[src/rtl/pipeline_fetch_unit.sv]
// Instruction-fetch front end: req/ack memory port, prefetch FIFO, redirect flush.
// Define PREFETCH_STATS_EN to add the stat_delivered / stat_discarded counters.
module pipeline_fetch_unit #(
  parameter int unsigned FIFO_DEPTH  = 4,
  parameter int unsigned PC_WIDTH    = 8,
  parameter int unsigned INSTR_WIDTH = 16,
  parameter int unsigned RESET_PC    = 0
) (
  input  logic                         clk,
  input  logic                         rst,
  input  logic                         stall,
  input  logic                         redirect_valid,
  input  logic [PC_WIDTH-1:0]          redirect_pc,
  output logic                         imem_req,
  output logic [PC_WIDTH-1:0]          imem_addr,
  input  logic                         imem_ack,
  input  logic [INSTR_WIDTH-1:0]       imem_rdata,
  output logic                         fetch_valid,
  output logic [PC_WIDTH-1:0]          fetch_pc,
  output logic [INSTR_WIDTH-1:0]       fetch_instruction,
  output logic                         fetch_flush,
  output logic [$clog2(FIFO_DEPTH):0]  buffer_count
`ifdef PREFETCH_STATS_EN
  ,
  output logic [15:0]                  stat_delivered,
  output logic [7:0]                   stat_discarded
`endif
);

  localparam int unsigned PtrW = $clog2(FIFO_DEPTH);
  localparam int unsigned CntW = PtrW + 1;

  typedef enum logic [1:0] {StFetch, StWait, StDrain} state_e;

  state_e                 r_state;
  logic [PC_WIDTH-1:0]    r_next_pc;
  logic [PC_WIDTH-1:0]    r_pc_mem    [FIFO_DEPTH];
  logic [INSTR_WIDTH-1:0] r_instr_mem [FIFO_DEPTH];
  logic [PtrW-1:0]        r_rd_ptr;
  logic [PtrW-1:0]        r_wr_ptr;
  logic [CntW-1:0]        r_count;

  logic w_push;
  logic w_pop;

  assign w_push = (r_state == StWait) && imem_ack && !redirect_valid;
  assign w_pop  = fetch_valid && !stall && !redirect_valid;

  // Request FSM; imem_req/imem_addr are held stable until the ack is sampled.
  always_ff @(posedge clk or posedge rst) begin
    if (rst) begin
      r_state   <= StFetch;
      imem_req  <= 1'b0;
      imem_addr <= PC_WIDTH'(RESET_PC);
      r_next_pc <= PC_WIDTH'(RESET_PC);
    end else begin
      unique case (r_state)
        StFetch: begin
          if (redirect_valid) begin
            r_next_pc <= redirect_pc;
          end else if (r_count < CntW'(FIFO_DEPTH)) begin
            imem_req  <= 1'b1;
            imem_addr <= r_next_pc;
            r_state   <= StWait;
          end
        end
        StWait: begin
          if (imem_ack) begin
            imem_req  <= 1'b0;
            r_state   <= StFetch;
            r_next_pc <= redirect_valid ? redirect_pc : imem_addr + PC_WIDTH'(1);
          end else if (redirect_valid) begin
            r_next_pc <= redirect_pc;
            r_state   <= StDrain;
          end
        end
        StDrain: begin
          if (redirect_valid) begin
            r_next_pc <= redirect_pc;
          end
          if (imem_ack) begin
            imem_req <= 1'b0;
            r_state  <= StFetch;
          end
        end
        default: r_state <= StFetch;
      endcase
    end
  end

  always_ff @(posedge clk or posedge rst) begin
    if (rst) begin
      r_rd_ptr <= '0;
      r_wr_ptr <= '0;
      r_count  <= '0;
    end else if (redirect_valid) begin
      r_rd_ptr <= '0;
      r_wr_ptr <= '0;
      r_count  <= '0;
    end else begin
      if (w_push) r_wr_ptr <= r_wr_ptr + PtrW'(1);
      if (w_pop)  r_rd_ptr <= r_rd_ptr + PtrW'(1);
      if (w_push && !w_pop)      r_count <= r_count + CntW'(1);
      else if (!w_push && w_pop) r_count <= r_count - CntW'(1);
    end
  end

  // Payload storage needs no reset; an empty FIFO masks it at the outputs.
  always_ff @(posedge clk) begin
    if (w_push) begin
      r_pc_mem[r_wr_ptr]    <= imem_addr;
      r_instr_mem[r_wr_ptr] <= imem_rdata;
    end
  end

  always_comb begin
    fetch_valid       = (r_count != '0);
    fetch_flush       = redirect_valid;
    buffer_count      = r_count;
    fetch_pc          = r_next_pc;
    fetch_instruction = '0;
    if (fetch_valid) begin
      fetch_pc          = r_pc_mem[r_rd_ptr];
      fetch_instruction = r_instr_mem[r_rd_ptr];
    end
  end

`ifdef PREFETCH_STATS_EN
  logic        w_drop_rsp;
  logic [31:0] w_disc_sum;

  assign w_drop_rsp = imem_ack &&
                      ((r_state == StDrain) || ((r_state == StWait) && redirect_valid));
  assign w_disc_sum = 32'(stat_discarded) + 32'(w_drop_rsp) +
                      (redirect_valid ? 32'(r_count) : 32'd0);

  always_ff @(posedge clk or posedge rst) begin
    if (rst) begin
      stat_delivered <= '0;
      stat_discarded <= '0;
    end else begin
      if (w_pop && (stat_delivered != 16'hFFFF)) stat_delivered <= stat_delivered + 16'd1;
      stat_discarded <= (w_disc_sum > 32'd255) ? 8'hFF : w_disc_sum[7:0];
    end
  end
`endif

endmodule

[config.mk]
export PLATFORM = sky130hd
export DESIGN_NAME = pipeline_fetch_unit
export DESIGN_NICKNAME = d
export VERILOG_FILES = /design/src/rtl/pipeline_fetch_unit.sv
export SDC_FILE = /design/constraint.sdc
export NUM_CORES = 1
export LEC_CHECK = 0
export CAP_MARGIN = 30
export CELL_PAD_IN_SITES_DETAIL_PLACEMENT = 0
export CELL_PAD_IN_SITES_GLOBAL_PLACEMENT = 1
export CORE_MARGIN = 8
export CORE_UTILIZATION = 42
export DETAILED_ROUTE_END_ITERATION = 7
export GPL_TIMING_DRIVEN = 0
export PLACE_DENSITY = 0.85
export SYNTH_ARGS = -nofsm -noshare
export SYNTH_HDL_FRONTEND = slang
export SYNTH_SLANG_ARGS = --single-unit
[constraint.sdc]
create_clock -name clk -period 2.1 [get_ports clk]
set_input_delay 0.315 -clock clk [delete_from_list [all_inputs] [get_ports clk]]
set_output_delay 0.315 -clock clk [all_outputs]
set_load 0.05 [all_outputs]
Word-level counts from Yosys, hierarchy flattened. Memories as Yosys holds them, arrays and structs flattened. Cells that the tools add are included.

Register bits after elaboration: 26. Bits in writable memories: 96. Input port bits: 29. Output and inout port bits: 38. Word-level logic and storage cells: 70. Memories: 2.

Memories: r_instr_mem (depth 4, bits a word 16, read ports 1, clocked after Yosys merged registers in 0, write ports 1, RTL line 38) `logic [INSTR_WIDTH-1:0] r_instr_mem [FIFO_DEPTH];`; r_pc_mem (depth 4, bits a word 8, read ports 1, clocked after Yosys merged registers in 0, write ports 1, RTL line 37) `logic [PC_WIDTH-1:0] r_pc_mem [FIFO_DEPTH];`.

Add/sub/neg operators: 5. Magnitude comparators: 1. Eq/ne operators: 7. Mux-type cells: 25. Bitwise gates (word level): 1. Reductions and logical operators: 22.

Operators with widths (number): $mux W8 (4); $mux W2 (9); $mux W16 (1); $pmux W8 S2 (1); $mux W3 (3); $add A8 B1 Y8 const B (1); $reduce_and A4 Y1 (2); $reduce_bool A2 Y1 (4); $logic_and A1 B1 Y1 (6); $ne A2 B2 Y1 const B (3); $pmux W2 S3 (1); $reduce_bool A3 Y1 (2); $mux W1 (5); $add A2 B1 Y2 const B (2); $logic_not A1 Y1 (4); $reduce_or A2 Y1 (2); $add A3 B1 Y3 const B (1); $lt A3 B3 Y1 const B (1); $ne A3 B3 Y1 const B (1); $reduce_and A3 Y1 (1); $sub A3 B1 Y3 const B (1); $eq A2 B1 Y1 const B (1); $eq A2 B2 Y1 const B (1); $logic_not A2 Y1 (1); 3 further kinds (3).

Logic depth before layout (Yosys ltp).
Depth in word-level cells: 8. Gate-level depth with buffers: 8. Depth with buffers taken out: 8.

Worst setup path after synthesis. Ideal clock, no wire load.

Path type: reg-to-reg. Start: register r_count[0] (netlist: buffer_count[0]). End: register r_count[1] (netlist: buffer_count[1]). Library setup time: 0.078 ns. Data arrival time: 2.275 ns. Slack: -0.253 ns. Cell stages (with the launch flop): 8. Cell sequence: dfrtp_1 -> nor3_2 -> nor2_1 -> and3b_1 -> fa_1 -> a21oi_1 -> a22oi_1 -> a21oi_1.

Longest elaborated chain between the ends: 7. Elaborated cells between the ends (all ways): 12. Those cells by class: add/sub (2); mux (3); reduce/logical (7).

Ends and longest elaborated chain: start: declaration (RTL line 41) `logic [CntW-1:0] r_count;`; start signal: assignment (RTL line 103) `if (w_push && !w_pop) r_count <= r_count + CntW'(1);`; start signal: assignment (RTL line 104) `else if (!w_push && w_pop) r_count <= r_count - CntW'(1);`; parallel branches: the longest is 7 deep, another holds $sub A3 B1 Y3.

Parallel ways; which one is timed is not known. The select of a mux whose other input is x is not followed. A chain may end at the register's enable or synchronous reset.

Worst setup path in the final report.
Start: register r_rd_ptr[0]. End: output port fetch_pc[4].

Longest elaborated chain between the ends: 2.

Ends and longest elaborated chain: start: declaration (RTL line 39) `logic [PtrW-1:0] r_rd_ptr;`; start signal: assignment (RTL line 102) `if (w_pop) r_rd_ptr <= r_rd_ptr + PtrW'(1);`; $mem_v2 Z4 W8; $mux W8 (RTL line 122) `if (fetch_valid) begin`; end: declaration (RTL line 19) `output logic [PC_WIDTH-1:0] fetch_pc,`.

Every way passes these cells.

==> flow_summary.json <==
{
  "hold_path.class": "in -> async",
  "synth.ff_latch_count": 122,
  "worst_slack_ns": -0.2557,
  "end_kind": "primary output",
  "synth_edf_count": 96,
  "clock_path_buffers": 2,
  "grt_pass1_wl_um": 18540,
  "met1_usage_pct": 18.73,
  "drc_errors": 0,
  "vias": 3103,
  "cts.sinks": 122,
  "max_slew_margin_pct": 62.55,
  "core.rowCount": 40,
  "num_antenna_cells": 0,
  "powerDensity_nw_per_um2": 1622,
  "skew_ns": 0.007432,
  "worstPathRequired_ns": 1.78,
  "syn_to_final_growth_pct": 37.05,
  "preCtsSetupSlack_ns": -0.6276,
  "finalCritPeriodShare_pct": 112.2,
  "ys_top_cells_by_area": "edfxtp_1, dfrtp_1, mux4_2, mux2_2, ha_1",
  "coreArea_um2": 12060,
  "p_clk_share_pct": 26.1,
  "fin_crit_ns": 2.356,
  "io_pins": 67,
  "syn_nets": 353,
  "cts-root-buf": "clkbuf_16",
  "finalSetupViolCount": 24,
  "synth_top_area_share_pct": 55.21,
  "grt_busiest_layer": "met2",
  "met3_usage_pct": 4.908,
  "p_int_mw": 7.167,
  "max_freq_mhz": 424.5,
  "n_fill_cell": 909,
  "r2r_end": "buffer_count[1]$_DFFE_PP0P_",
  "drt_iter0_drc": 190,
  "fp.dieH_um": 127.5,
  "crit_arrival_ns": 2.04,
  "dieArea_um2": 16260,
  "worst_setup_path_start_kind": "flip-flop",
  "dpl_cell_area_um2": 6232,
  "worstPathMaxFanout": 5,
  "die_w_um": 127.5,
  "firstDrtPassIters": 4,
  "ctsHtreeMaxLevel": 4,
  "vdd_drop_max_mv": 0.8323,
  "synthCells": 314,
  "grt_pass1_vias": 3378,
  "place_congestion": 0.7870,
  "routed_via_density": 5.180,
  "reg2reg_depth": 9,
  "nets": 457,
  "grt_max_degree": 20,
  "pwr-share-seq_pct": 29.0,
  "use_met2_pct": 23.77,
  "drt-total-wl_um": 11760,
  "synth_ff_type": "edfxtp_1",
  "r2r-start": "buffer_count[0]$_DFFE_PP0P_",
  "crit_type": "reg -> out",
  "cts_tree": "yes",
  "overflow": 0,
  "p_switching_mw": 4.439,
  "yosysWarnings": 0,
  "cap_violations": 0,
  "cts_buffers": 17,
  "drive_above_1_share_pct": 33.87,
  "ys_types": 46,
  "initial_utilization_pct": 43.29,
  "wl_per_cell_um": 19.64,
  "violations": "setup timing",
  "synth_largest_area_cell": "edfxtp_1",
  "final_hold_viol_count": 0,
  "rsz0062_at_grt": "yes",
  "synth.most_common_cell": "edfxtp_1",
  "p_sw_share_pct": 38.25,
  "avgSynthCellArea_um2": 16.63,
  "netlist_area_um2": 5221,
  "ys_async_sr_fraction_pct": 21.31,
  "antenna_found_initial": 0,
  "path_clk_slew_ns": 0.06,
  "leakage_nw": 2.612,
  "rrSetupSlack_ns": 0,
  "cts_hold_buf": 0,
  "worstMarginPinSlew_ns": 0.5640,
  "ys_seq_area_share_pct": 67.67,
  "insertion_delay_ns": 0.41,
  "outcome": "complete, but fails checks",
  "fin_area_um2": 7156,
  "report.final.slew_viol_count": 0,
  "ant_nets": 0,
  "yosys-top-cells-count": "edfxtp_1, dfrtp_1, mux4_2",
  "numPortBuffers": 65,
  "hpwl_um": 7473,
  "comb_power_share_pct": 44.9,
  "track_usage_pct": 15.01
}
-- power groups by stage --
stage / clock network (mW) / registers [mW] / logic (mW)
6_report: 3.03 / 3.36 / 5.22
5_1_grt: 3.18 / 3.41 / 5.51
4_1_cts: 3.06 / 3.35 / 5.00
3_5_place_dp: 0 / 3.40 / 4.50
3_3_place_gp: 0 / 3.38 / 4.42
2_1_floorplan: 0 / 3.66 / 2.82
-- cells by family (layout without fill, tap and decap cells) --
logic type,after synthesis,in the layout,synth area share [%]
AOI/OAI and AO/OA,36,36,4.625
and+or+nand+nor,67,67,7.070
DFF,122,122,67.67
xor gates and xnor gates,11,11,1.845
muxes,39,39,13.59
buffers and inverters,29,146,2.660
adders and majority gates,10,10,2.540
-- repair_timing --
action | in CTS | in global routing
gates cloned | 2 | 1
pin swaps | 4 | 6
setup endpoints to repair | 128 | 86
buffers inserted | 9 | 5
gates resized for setup | 193 | 22
-- state kept, by name (all words and copies together) (netlist names) --
register      cells
r_rd_ptr          2
imem_addr         8
r_next_pc         8
r_wr_ptr          2
r_instr_mem      64
imem_req          1
buffer_count      3
r_pc_mem         32
r_state           2
-- critical path, cell delays in order, from the launching register on --
cell     delay, ns
dfrtp_1       0.38
buf_6         0.15
buf_4         0.12
mux4_2        0.50
mux2_2        0.32
buf_6         0.16
-- routing by layer --
layer	share of wire (%)	vias up
li1	-	1417
met1	43	1579
met2	49	90
met3	5.4	17
met4	2.0	0
met5	0	-
-- layout make-up --
class | instances | area (um2) | area share, %
flip-flops and latches | 122 | 3537 | 49.43
multi-input cells | 163 | 1643 | 22.96
repair buffers | 85 | 977.2 | 13.66
clock buffers | 18 | 429.2 | 5.998
well taps | 168 | 210.2 | 2.938
clock inverters | 14 | 183.9 | 2.570
plain buffers | 16 | 126.4 | 1.766
inverters | 13 | 48.80 | 0.6819
-- placed cells by master (no fill, tap or decap), drive strengths merged, types with 2 or more instances in the layout --
cell	Yosys	layout
a21oi	11	11
a31oi	2	2
and2	3	3
and3	4	4
buf	10	55
bufinv	0	3
clkbuf	6	24
clkdlybuf4s50	0	31
clkinvlp	0	2
dfrtp	26	26
dlygate4sd2	0	6
dlymetal6s2s	0	3
edfxtp	96	96
ha	9	9
inv	13	21
mux2	15	15
mux4	24	24
nand2	7	7
nand3	3	3
nor2	19	19
nor2b	18	18
nor3	4	4
nor4	3	3
o21ai	6	6
o21bai	2	2
o22a	2	2
o22ai	4	4
xnor2	10	10
-- how the worst max path moves through the flow --
stage,start,endpoint,slack [ns]
after floorplan,buffer_count[2]$_DFFE_PP0P_,buffer_count[1]$_DFFE_PP0P_,0.02
after global placement,r_rd_ptr[1]$_DFFE_PP0P_,fetch_pc[4],-0.65
after detailed placement,r_rd_ptr[1]$_DFFE_PP0P_,fetch_pc[4],-0.63
after CTS,r_rd_ptr[0]$_DFFE_PP0P_,fetch_pc[6],-0.24
after global routing,r_rd_ptr[0]$_DFFE_PP0P_,fetch_pc[4],-0.32
final,r_rd_ptr[0]$_DFFE_PP0P_,fetch_pc[4],-0.26
-- through the flow --
stage	setup TNS, ns	instances	total power [mW]	util (%)	hold slack, ns
floorplan	0	314	6.475	-	0.3548
global placement	-70.88	547	7.795	50.53	0.5033
detailed placement	-29.95	552	7.909	51.67	0.5117
CTS	-4.565	595	11.41	58.39	0.2207
global route	-5.690	599	12.11	59.33	0.2409
finish	-3.455	599	11.61	59.33	0.2145
(Power assumes the default switching activity.)
